===== src/rtl/gauss_frame_ctrl.sv =====
`default_nettype none
// ============================================================================
//  Module   : gauss_frame_ctrl
//  Purpose  : Frame sequencer for a 3x3 Gaussian filter unit. Walks every
//             pixel of an IMG_W x IMG_H 8-bit image in a synchronous-read
//             source memory. For each pixel it gathers the clamped 3x3
//             neighbourhood and drives the filter. When the filter reports
//             done, the result goes to the destination memory at the same
//             address. A one-cycle frame_done_o pulse follows the last write.
//  Ports    : clk_i_g / rst_i_g        clock, synchronous active-high reset
//             start_i                  frame start (ignored while busy_o)
//             busy_o, frame_done_o     frame status
//             rd_en_o/rd_addr_o/rd_data_i   source memory (1-cycle latency)
//             g_en_o/g_win_o/g_data_i/g_done_i  filter unit interface
//             wr_en_o/wr_addr_o/wr_data_o   destination memory
//  Options  : GAUSS_BORDER_CLAMP_EN defined   -> border pixels are filtered
//                                               with a clamped window.
//             GAUSS_BORDER_CLAMP_EN undefined -> border pixels bypass the
//                                               filter (raw centre copied).
//  Revision : 1.0  initial release
// ============================================================================
module gauss_frame_ctrl #(
    parameter int IMG_W = 8,
    parameter int IMG_H = 8,
    parameter int AW    = 16
) (
    input  logic          clk_i_g,
    input  logic          rst_i_g,
    input  logic          start_i,
    output logic          busy_o,
    output logic          frame_done_o,
    output logic          rd_en_o,
    output logic [AW-1:0] rd_addr_o,
    input  logic [7:0]    rd_data_i,
    output logic          g_en_o,
    output logic [71:0]   g_win_o,
    input  logic [7:0]    g_data_i,
    input  logic          g_done_i,
    output logic          wr_en_o,
    output logic [AW-1:0] wr_addr_o,
    output logic [7:0]    wr_data_o
);

    localparam int XW = $clog2(IMG_W);
    localparam int YW = $clog2(IMG_H);

    typedef enum logic [2:0] {
        S_IDLE  = 3'd0,
        S_FETCH = 3'd1,
        S_RUN   = 3'd2,
        S_WRITE = 3'd3,
        S_NEXT  = 3'd4,
        S_FIN   = 3'd5
    } state_t;

    state_t        r_state;
    state_t        w_next;
    logic [XW-1:0] r_x;
    logic [YW-1:0] r_y;
    logic [3:0]    r_cnt;      // FETCH cycle counter: read k issued when r_cnt == k
    logic [71:0]   r_win;
    logic [7:0]    r_result;

    logic          w_last_x;
    logic          w_last_y;
    logic          w_bypass;
    logic          w_fetch_done;
    logic [3:0]    w_k;
    logic [XW-1:0] w_xc;
    logic [YW-1:0] w_yc;
    logic [AW-1:0] w_rd_addr;
    logic [AW-1:0] w_wr_addr;

    assign w_last_x = (r_x == XW'(IMG_W - 1));
    assign w_last_y = (r_y == YW'(IMG_H - 1));

`ifdef GAUSS_BORDER_CLAMP_EN
    assign w_bypass = 1'b0;
`else
    assign w_bypass = (r_x == '0) || w_last_x || (r_y == '0) || w_last_y;
`endif

    // Bypassed pixels need only the centre read, so the fetch is 2 cycles.
    assign w_fetch_done = w_bypass ? (r_cnt == 4'd1) : (r_cnt == 4'd9);
    assign w_k          = w_bypass ? 4'd4 : r_cnt;

    // Neighbour coordinate, clamped to the image edge.
    always_comb begin
        w_xc = r_x;
        w_yc = r_y;
        if (w_k == 4'd0 || w_k == 4'd3 || w_k == 4'd6) begin
            if (r_x != '0) w_xc = r_x - XW'(1);
        end else if (w_k == 4'd2 || w_k == 4'd5 || w_k == 4'd8) begin
            if (!w_last_x) w_xc = r_x + XW'(1);
        end
        if (w_k <= 4'd2) begin
            if (r_y != '0) w_yc = r_y - YW'(1);
        end else if (w_k >= 4'd6) begin
            if (!w_last_y) w_yc = r_y + YW'(1);
        end
    end

    assign w_rd_addr = AW'(w_yc) * AW'(IMG_W) + AW'(w_xc);
    assign w_wr_addr = AW'(r_y) * AW'(IMG_W) + AW'(r_x);

    always_ff @(posedge clk_i_g) begin
        if (rst_i_g) r_state <= S_IDLE;
        else         r_state <= w_next;
    end

    // Next-state and outputs. Reset forces every output low in the same cycle.
    always_comb begin
        w_next       = r_state;
        busy_o       = 1'b0;
        frame_done_o = 1'b0;
        rd_en_o      = 1'b0;
        rd_addr_o    = '0;
        g_en_o       = 1'b0;
        g_win_o      = r_win;
        wr_en_o      = 1'b0;
        wr_addr_o    = '0;
        wr_data_o    = '0;
        case (r_state)
            S_IDLE: begin
                if (start_i) w_next = S_FETCH;
            end
            S_FETCH: begin
                busy_o = 1'b1;
                if (w_fetch_done) begin
                    w_next = w_bypass ? S_WRITE : S_RUN;
                end else begin
                    rd_en_o   = 1'b1;
                    rd_addr_o = w_rd_addr;
                end
            end
            S_RUN: begin
                busy_o = 1'b1;
                g_en_o = 1'b1;
                if (g_done_i) w_next = S_WRITE;
            end
            S_WRITE: begin
                busy_o    = 1'b1;
                wr_en_o   = 1'b1;
                wr_addr_o = w_wr_addr;
                wr_data_o = r_result;
                w_next    = S_NEXT;
            end
            S_NEXT: begin
                busy_o = 1'b1;
                w_next = (w_last_x && w_last_y) ? S_FIN : S_FETCH;
            end
            S_FIN: begin
                busy_o       = 1'b1;
                frame_done_o = 1'b1;
                w_next       = S_IDLE;
            end
            default: w_next = S_IDLE;
        endcase
        if (rst_i_g) begin
            busy_o       = 1'b0;
            frame_done_o = 1'b0;
            rd_en_o      = 1'b0;
            rd_addr_o    = '0;
            g_en_o       = 1'b0;
            g_win_o      = '0;
            wr_en_o      = 1'b0;
            wr_addr_o    = '0;
            wr_data_o    = '0;
        end
    end

    // Datapath: pixel coordinates, fetch counter, window and result capture.
    always_ff @(posedge clk_i_g) begin
        if (rst_i_g) begin
            r_x      <= '0;
            r_y      <= '0;
            r_cnt    <= '0;
            r_win    <= '0;
            r_result <= '0;
        end else begin
            case (r_state)
                S_IDLE: r_cnt <= '0;
                S_FETCH: begin
                    r_cnt <= r_cnt + 4'd1;
                    if (w_bypass) begin
                        if (r_cnt == 4'd1) r_result <= rd_data_i;
                    end else begin
                        // Data for read k arrives one cycle later (r_cnt == k+1).
                        for (int k = 0; k < 9; k++) begin
                            if (r_cnt == 4'(k + 1)) r_win[8*k +: 8] <= rd_data_i;
                        end
                    end
                end
                S_RUN: begin
                    if (g_done_i) r_result <= g_data_i;
                end
                S_NEXT: begin
                    r_cnt <= '0;
                    if (w_last_x) begin
                        r_x <= '0;
                        r_y <= w_last_y ? '0 : r_y + YW'(1);
                    end else begin
                        r_x <= r_x + XW'(1);
                    end
                end
                default: ;
            endcase
        end
    end

endmodule
`default_nettype wire

===== config.mk =====
export PLATFORM = sky130hd
export DESIGN_NAME = gauss_frame_ctrl
export DESIGN_NICKNAME = d
export VERILOG_FILES = /design/src/rtl/gauss_frame_ctrl.sv
export SDC_FILE = /design/constraint.sdc
export NUM_CORES = 1
export LEC_CHECK = 0
export CAP_MARGIN = 15
export CORE_AREA = 2 2 100 102
export DETAILED_ROUTE_END_ITERATION = 12
export DIE_AREA = 0 0 102 104
export PLACE_DENSITY_LB_ADDON = 0.12
export SETUP_SLACK_MARGIN = 0.5
export SYNTH_ARGS = -nofsm -noshare
export SYNTH_HDL_FRONTEND = slang
export SYNTH_SLANG_ARGS = --single-unit

===== constraint.sdc =====
create_clock -name clk_i_g -period 8.7 [get_ports clk_i_g]
set_input_delay 2.61 -clock clk_i_g [delete_from_list [all_inputs] [get_ports clk_i_g]]
set_output_delay 2.61 -clock clk_i_g [all_outputs]
set_load 0.005 [all_outputs]

-- Yosys cells after proc, flatten, opt, wreduce, memory -nomap -nowiden
Index checks and enable logic that the tools add are counted.
- magnitude comparators: 2
- add/sub/neg operators: 7
- reduce and logical (&&, ||, !) cells: 30
- muxes and demuxes: 42
- bitwise gates (word level): 1
- equal/unequal tests: 26
- operators with widths (operator ; count):
    72-bit two-way mux ; 1
    3-bit two-way mux ; 14
    8-bit two-way mux ; 5
    16-bit two-way mux ; 2
    3-bit AND reduction ; 10
    4-bit by 3-bit equality test with 1-bit output (second input constant) ; 6
    7-bit two-way mux ; 3
    4-bit by 2-bit equality test with 1-bit output (second input constant) ; 4
    8-bit one-hot mux with 2 select lines ; 1
    3-bit one-hot mux with 5 select lines ; 1
    6-bit by 3-bit adder with 7-bit output ; 2
    1-bit two-way mux ; 13
    3-bit equality test (second input constant) ; 4
    4-bit equality test (second input constant) ; 3
    2-bit != test (second input constant) ; 5
    3-bit zero test ; 3
    4-bit one-hot mux with 2 select lines ; 1
    1-bit logical OR ; 7
    3-bit by 1-bit adder with 3-bit output (second input constant) ; 2
    3-bit by 2-bit equality test with 1-bit output (second input constant) ; 2
    3-bit nonzero test ; 2
    3-bit by 1-bit subtractor with 3-bit output (second input constant) ; 2
    5-bit OR reduction ; 1
    4-bit by 1-bit adder with 4-bit output (second input constant) ; 1
    12 further kinds ; 13
- bits in registers: 93
- bits of input ports: 20
- word-level logic and storage cells: 122

-- Logic depth before layout (Yosys ltp)
Gate-level depths: netlist of the first run.
- depth after elaboration: 14
- mapped depth: 9
- depth with buffers taken out: 7

-- Worst setup path after synthesis of the first run
OpenSTA, ideal clock, no wires.
- path kind: input -> output
- start point: in rst_i_g
- end point: out wr_addr_o[0]
- data required time: 6.090 ns
- stages: 5
- buffers on the path: 4
- data arrival time: 3.738 ns
- setup slack: 2.352 ns
- cells stage by stage: clkbuf_1 > clkbuf_1 > clkbuf_1 > clkbuf_1 > nor3_1
- word-level cells in the longest chain between the ends: 1
- ends and longest elaborated chain (what ; RTL line ; RTL):
    start: declaration ; 28 ; input logic rst_i_g,
    16-bit two-way mux ; 159 ; if (rst_i_g) begin
    end: declaration ; 40 ; output logic [AW-1:0] wr_addr_o,
No other way between the ends.

-- Worst setup path in the final report of the first run
- start point: in rst_i_g
- end point: out wr_data_o[7]
- word-level cells in the longest chain between the ends: 1
- ends and longest elaborated chain (what ; RTL line ; RTL):
    8-bit two-way mux ; 159 ;
    end: declaration ; 41 ; output logic [7:0] wr_data_o
No other way between the ends.

==> results of run 1 <==
==> worst max-delay path, stage by stage <==
cell,delay (ps)
buf_2,740
nor2_1,350
and2_1,270
clkdlybuf4s50_1,440
==> per-layer routing <==
layer,wire length (µm),global-route usage [%],share of wire [%],vias up
li1,-,-,-,1977
met2,5000,33.4,45,126
met5,0,0,0,-
met3,835,6.18,7.5,14
met4,151,5.24,1.4,0
met1,5180,30.4,46,1788
==> sequential cells by signal, summed over array words and instances (netlist names) <==
name and count:
r_y 3, r_state 3, r_cnt 4, r_win 72, r_x 3, r_result 8
==> cell families (layout without fill, tap and decap cells) <==
family	after synthesis	in the layout
AOI/OAI and AO/OA	75	75
xor gates and xnor gates	2	2
adders and majority gates	18	18
buffers and inverters	114	191
DFF	93	93
muxes	59	59
other	1	20
and+or+nand+nor	199	199
==> worst max path at each step <==
stage,endpoint,cells after the start,from
2_1_floorplan,wr_addr_o[0],5,rst_i_g
3_3_place_gp,wr_data_o[3],4,rst_i_g
3_5_place_dp,rd_addr_o[2],4,rst_i_g
4_1_cts,wr_data_o[3],4,rst_i_g
5_1_grt,wr_data_o[3],4,rst_i_g
6_report,wr_data_o[7],4,rst_i_g
==> area by class of cell <==
class	instances	share of cell area [%]
Multi-Input combinational cell	373	41.3
Clock inverter	7	1.12
Inverter	58	3.54
Tap cell	133	2.70
Sequential cell	93	30.3
Timing Repair Buffer	117	19.1
Clock buffer	9	2.01
==> power breakdown <==
part           total, mW  switching (mW)  leakage, nW  internal, mW
clock              0.287           0.176       0.0964         0.111
combinational     0.0492          0.0284         2.13        0.0208
sequential         0.432         0.00373        0.750         0.428
==> cells in the final DEF (no fill, tap or decap), types with 11 or more instances in the layout <==
cell             Yosys  routed
clkdlybuf4s50_1      0     115
dfxtp_1             93      93
inv_1               58      58
mux2i_1             57      57
nand2b_1            50      50
nor2_1              50      50
nor2b_1             35      35
conb_1               1      20
a21o_1              17      17
ha_1                17      17
o21ai_0             15      15
nand2_1             13      13
a21oi_1             13      13
a211oi_1            11      11
==> stage by stage <==
| step | worst slack [ps] | total power, mW | hold slack (ps) |
|---|---|---|---|
| 6_report | 1640 | 0.768 | 492 |
| 5_1_grt | 1430 | 0.797 | 517 |
| 4_1_cts | 1650 | 0.772 | 494 |
| 3_5_place_dp | 1670 | 0.491 | 480 |
| 3_3_place_gp | 1710 | 0.491 | 468 |
| 2_1_floorplan | 2350 | 0.478 | 455 |
==> results by group, run 1 <==
Power and ir drop
  • Peak supply drop: 0.0758 mV
  • Power Density: 125 nW/µm²
  • Static Leakage: 2.98 nW

Hold path
  • Worst hold path startpoint: r_win[51]
  • WHS Path Cells: 2
  • Worst min path class: flop to flop
  • Hold EP: r_win[51]

Timing
  • Max-slew violations: 0
  • Fin crit period: 7060 ps
  • Slew HR: 28.5%
  • Worst slew pin tran: 1070 ps
  • TNS Setup: 0 ps
  • Crit share post-route: 81.1%
  • Fin Clk Skew: 16.2 ps
  • Fmax: 0.142 GHz
  • Fin. Hold Viols: 0
  • Final setup violation count: 0
  • Unrepaired setup endpoints after global routing: false

Critical path
  • CP endpoint kind: output port
  • CP arrival: 4450 ps
  • Reg2reg path depth: 7
  • Critical Path Fanout Max: 60
  • WP data required: 6090 ps
  • Critical Path Start Type: input port
  • Crit Reg-Reg Startpoint: r_y[0]
  • Reg2Reg Capture Point: r_result[2]
  • Worst setup path class: input port to output port
  • Flop2flop setup slack: 5960 ps

Global routing
  • Initial antenna violation count: 0
  • First-pass GRT wire length: 18.4 mm
  • Number of global-route vias before repair: 3768
  • Largest net degree at the start of global routing: 61
  • Overall Global Routing Usage: 21.8%
  • Grt ovf: 0

Layout
  • Reg area: 1860 µm²
  • Fraction of layout cells with a size suffix above 1: 4.11%
  • Final Non-Filler Cells: 790
  • Cell area after layout: 6150 µm²
  • Layout area overhead: 27.2%
  • Multi-input logic area: 2540 µm²
  • Post-layout net count: 689
  • # diodes: 0
  • Final core utilization: 64.4%
  • Fillcell total: 846

Place
  • Dpl cell area: 5960 µm²
  • Placed cells: 774
  • Hpwl dp: 7.83 mm
  • IO buf count: 116
  • Gpl congestion: 0.832

Detailed routing
  • Final ANT Viol Nets: 0
  • Post-route DRC: 0
  • Initial DRT Pass Iterations: 4
  • Routed len/inst: 14.1 µm
  • Final WL: 11.2 mm
  • Iter 0 DRT Violations: 221
  • Drt via density: 4.94
  • Vias: 3905

Synthesis
  • Post-synth ARST share: 0%
  • Synth cell types: 51
  • Synth Area per Inst: 8.62 µm²
  • Synth top area cells: dfxtp_1 (38%), mux2i_1 (12%), nand2b_1 (6.5%), nor2b_1 (4.5%), inv_1 (4.5%)
  • Syn Inst Count: 561
  • Synth Area in Simple Gates: 23.3%
  • Main combinational cell family by area after synthesis: simple AND/OR/NAND/NOR gates
  • Seq/Total Area, Yosys: 38.5%
  • Xor/xnor share of the synthesized area: 0.362%
  • Synth top area share: 38.5%
  • Top_reg_cell synth: dfxtp_1
  • Synth Area in Compound Gates: 10.4%
  • Seq cells post-synth: 93
  • Top cells by count, synth: dfxtp_1 (93), inv_1 (58), mux2i_1 (57)
  • Largest area contributor in the netlist: dfxtp_1
  • Mux cell area share after synthesis: 12.3%
  • Synth warnings: 0
  • Number of synthesized flops with an enable pin: 0
  • Most numerous cell in the Yosys netlist: dfxtp_1
  • Cell Area, Synth: 4840 µm²
  • Adder-Cell Fraction of Synth Area: 4.60%

Floorplanning
  • IO Count: 137
  • Core box area: 9550 µm²
  • DIE HEIGHT: 104 µm
  • Die Area: 10600 µm²
  • Starting Density: 50.7%
  • Die width: 102 µm
  • Num rows: 36

CTS
  • CTS Hold Bufs: 0
  • Clock slew at reported path FFs: 90 ps
  • Clock latency on the worst-skew pair: 380 ps
  • Clock Tree Buf Depth: 2
  • Clock sink total: 93
  • Postcts setup bufs: 0
  • Max H-tree Level: 3
  • Post-cts sizing count: 0
  • CTS Root Cell: clkbuf_8
  • CTS tree: done
  • CTS buffer count: 9

Outcome
  • Outcome: finished, final reports clean

Flow run
  • Maxcap violations: 0
Note: power is estimated with default switching activity, not from simulation.
==> inputs of run 2 (changes only) <==
--- a/config.mk
+++ b/config.mk
@@ -6,9 +6,9 @@
 export NUM_CORES = 1
 export LEC_CHECK = 0
 export CAP_MARGIN = 15
-export CORE_AREA = 2 2 100 102
+export CORE_AREA = 2 2 108 110
 export DETAILED_ROUTE_END_ITERATION = 12
-export DIE_AREA = 0 0 102 104
+export DIE_AREA = 0 0 110 112
 export PLACE_DENSITY_LB_ADDON = 0.12
 export SETUP_SLACK_MARGIN = 0.5
 export SYNTH_ARGS = -nofsm -noshare
==> constraint.sdc (replaced) <==
create_clock -name clk_i_g -period 5.74 [get_ports clk_i_g]
set_input_delay 1.722 -clock clk_i_g [delete_from_list [all_inputs] [get_ports clk_i_g]]
set_output_delay 1.722 -clock clk_i_g [all_outputs]
set_load 0.005 [all_outputs]
==> run 2 against run 1 <==
Hold slack got worse by 3.2 ps; via count barely moved; global-route usage fell by 2.0 points; critical path type unchanged; worst setup slack got worse by 940 ps; clock-buffer cell count rose by 1; largest cell class unchanged; cell count rose by 1.5%.
==> results by group, run 2 (synthesized netlist as in run 1, its figures left out) <==
Outcome
  • Outcome: finished, final reports clean

Critical path
  • CP endpoint kind: output port
  • WP data required: 4020 ps (-2070 ps)
  • CP arrival: 3310 ps (-1140 ps)
  • Critical Path Start Type: input port
  • Worst setup path class: input port to output port
  • Critical Path Fanout Max: 36 (-40%)

Timing
  • Unrepaired setup endpoints after global routing: false
  • Slew HR: 27.0% (-1.5 points)
  • Worst setup margin: 705 ps (-939 ps)
  • Fin crit period: 5040 ps
  • Fin. Hold Viols: 0 (unchanged)
  • TNS Setup: 0 ps (unchanged)
  • Max-slew violations: 0 (unchanged)
  • Worst slew pin tran: 1100 ps (+22.5 ps)
  • Fmax: 0.199 GHz
  • Crit share post-route: 87.7%
  • Final setup violation count: 0 (unchanged)
  • WHS: 489 ps (-3.24 ps)
  • Fin Clk Skew: 4.97 ps (-11.2 ps)

Place
  • Pre-CTS worst setup slack: 717 ps (-948 ps)
  • IO buf count: 116 (unchanged)
  • Placed cells: 786 (+1.6%)
  • Dpl cell area: 5990 µm² (+0.46%)
  • Gpl congestion: 0.822 (-1.2%)
  • Hpwl dp: 8.27 mm (+5.6%)

Global routing
  • Initial antenna violation count: 0 (unchanged)
  • Largest net degree at the start of global routing: 80 (+31%)
  • Grt ovf: 0 (unchanged)
  • Overall Global Routing Usage: 19.8% (-2.0 points)
  • Number of global-route vias before repair: 3728 (-1.1%)
  • First-pass GRT wire length: 18.9 mm (+2.7%)

Layout
  • Final Non-Filler Cells: 802 (+1.5%)
  • Final core utilization: 56.3% (-8.2 points)
  • Layout area overhead: 30.0%
  • Biggest regs: r_win (72), r_result (8), r_cnt (4)
  • Max FFs per register: 72 (unchanged)
  • Most common cell after layout, fill and taps aside: clkdlybuf4s50_1
  • Post-layout net count: 691 (+0.29%)
  • Fraction of layout cells with a size suffix above 1: 4.25% (+0.14 points)
  • Multi-input logic area: 2540 µm² (unchanged)
  • Top reg by flops: r_win
  • Fillcell total: 1062 (+26%)
  • Reg area: 1860 µm² (unchanged)
  • Cell area after layout: 6290 µm² (+2.2%)
  • Most frequent cells in the layout: clkdlybuf4s50_1 (115), dfxtp_1 (93), inv_1 (58)
  • # diodes: 0 (unchanged)

CTS
  • CTS tree: done
  • Post-cts sizing count: 0 (unchanged)
  • CTS buffer count: 9 (unchanged)
  • Clock latency on the worst-skew pair: 340 ps (-40 ps)
  • CTS Root Cell: clkbuf_16
  • Max H-tree Level: 3 (unchanged)
  • Postcts setup bufs: 0 (unchanged)
  • CTS Hold Bufs: 0 (unchanged)
  • Clock Tree Buf Depth: 2 (unchanged)
  • Clock slew at reported path FFs: 60 ps (-30 ps)
  • Clock sink total: 93 (unchanged)

Hold path
  • Worst min path class: flop to flop

Detailed routing
  • Final WL: 11.7 mm (+5.1%)
  • Post-route DRC: 0 (unchanged)
  • Routed len/inst: 14.6 µm (+3.5%)
  • Vias: 3907 (+0.051%)
  • Drt via density: 4.87 (-1.4%)
  • Final ANT Viol Nets: 0 (unchanged)
  • Iter 0 DRT Violations: 155 (-30%)
  • Initial DRT Pass Iterations: 4 (unchanged)

Power and ir drop
  • Peak supply drop: 0.130 mV (+71%)
  • Static Leakage: 3.04 nW (+2.0%)
  • Power Density: 211 nW/µm² (+69%)
  • Pwr Total: 1.33 mW (+73%)

Floorplanning
  • Die width: 110 µm (+7.8%)
  • Die Area: 12300 µm² (+16%)
  • Num rows: 39 (+8.3%)
  • IO Count: 137 (unchanged)
  • Starting Density: 43.3% (-7.4 points)
  • Core box area: 11200 µm² (+17%)
  • DIE HEIGHT: 112 µm (+7.7%)

Flow run
  • Maxcap violations: 0 (unchanged)
-- run 2: cell types whose count changed in the layout (fill, tap and decap cells not counted) --
cell / previous run / this run
clkbuf_16: 0 / 9
clkinv_8: 1 / 0
bufinv_16: 0 / 1
buf_4: 0 / 2
clkbuf_8: 9 / 0
inv_8: 2 / 1
clkbuf_1: 0 / 1
-- run 2: worst paths after layout --
kind / start / end / slack (ps) / cells after the start
setup / recovery: rst_i_g / wr_data_o[4] / 700 / 4
hold / removal: r_win[47] / r_win[47] / 490 / 2
setup reg to reg: r_y[0] / r_result[3] / 3050 / 8
hold reg to reg: r_win[47] / r_win[47] / 490 / 2
-- run 2: critical path: stages --
cell and delay, ps:
buf_2 300, nor2_1 530, and2_1 240, clkdlybuf4s50_1 520
-- run 2: per-layer routing --
layer	wire length, µm	up-vias	track usage (%)
li1	-	1984	-
met1	5450	1791	26.2
met2	5340	117	30.9
met3	766	15	5.33
met4	178	0	7.26
met5	0	-	0
-- run 2: area by class of cell --
type | instances | share of cell area, %
inverter | 58 | 3.46
tap | 143 | 2.85
clock buffer | 10 | 3.64
clock inverter | 6 | 1.13
timing repair buffer | 119 | 18.9
multi-input combinational | 373 | 40.4
sequential | 93 | 29.6
-- run 2: where the power goes --
group          internal [mW]  total (mW)  switching, mW  leakage (nW)
Clock                  0.342       0.596          0.254         0.145
Sequential             0.649       0.655        0.00577         0.750
Combinational         0.0319      0.0758         0.0439          2.15
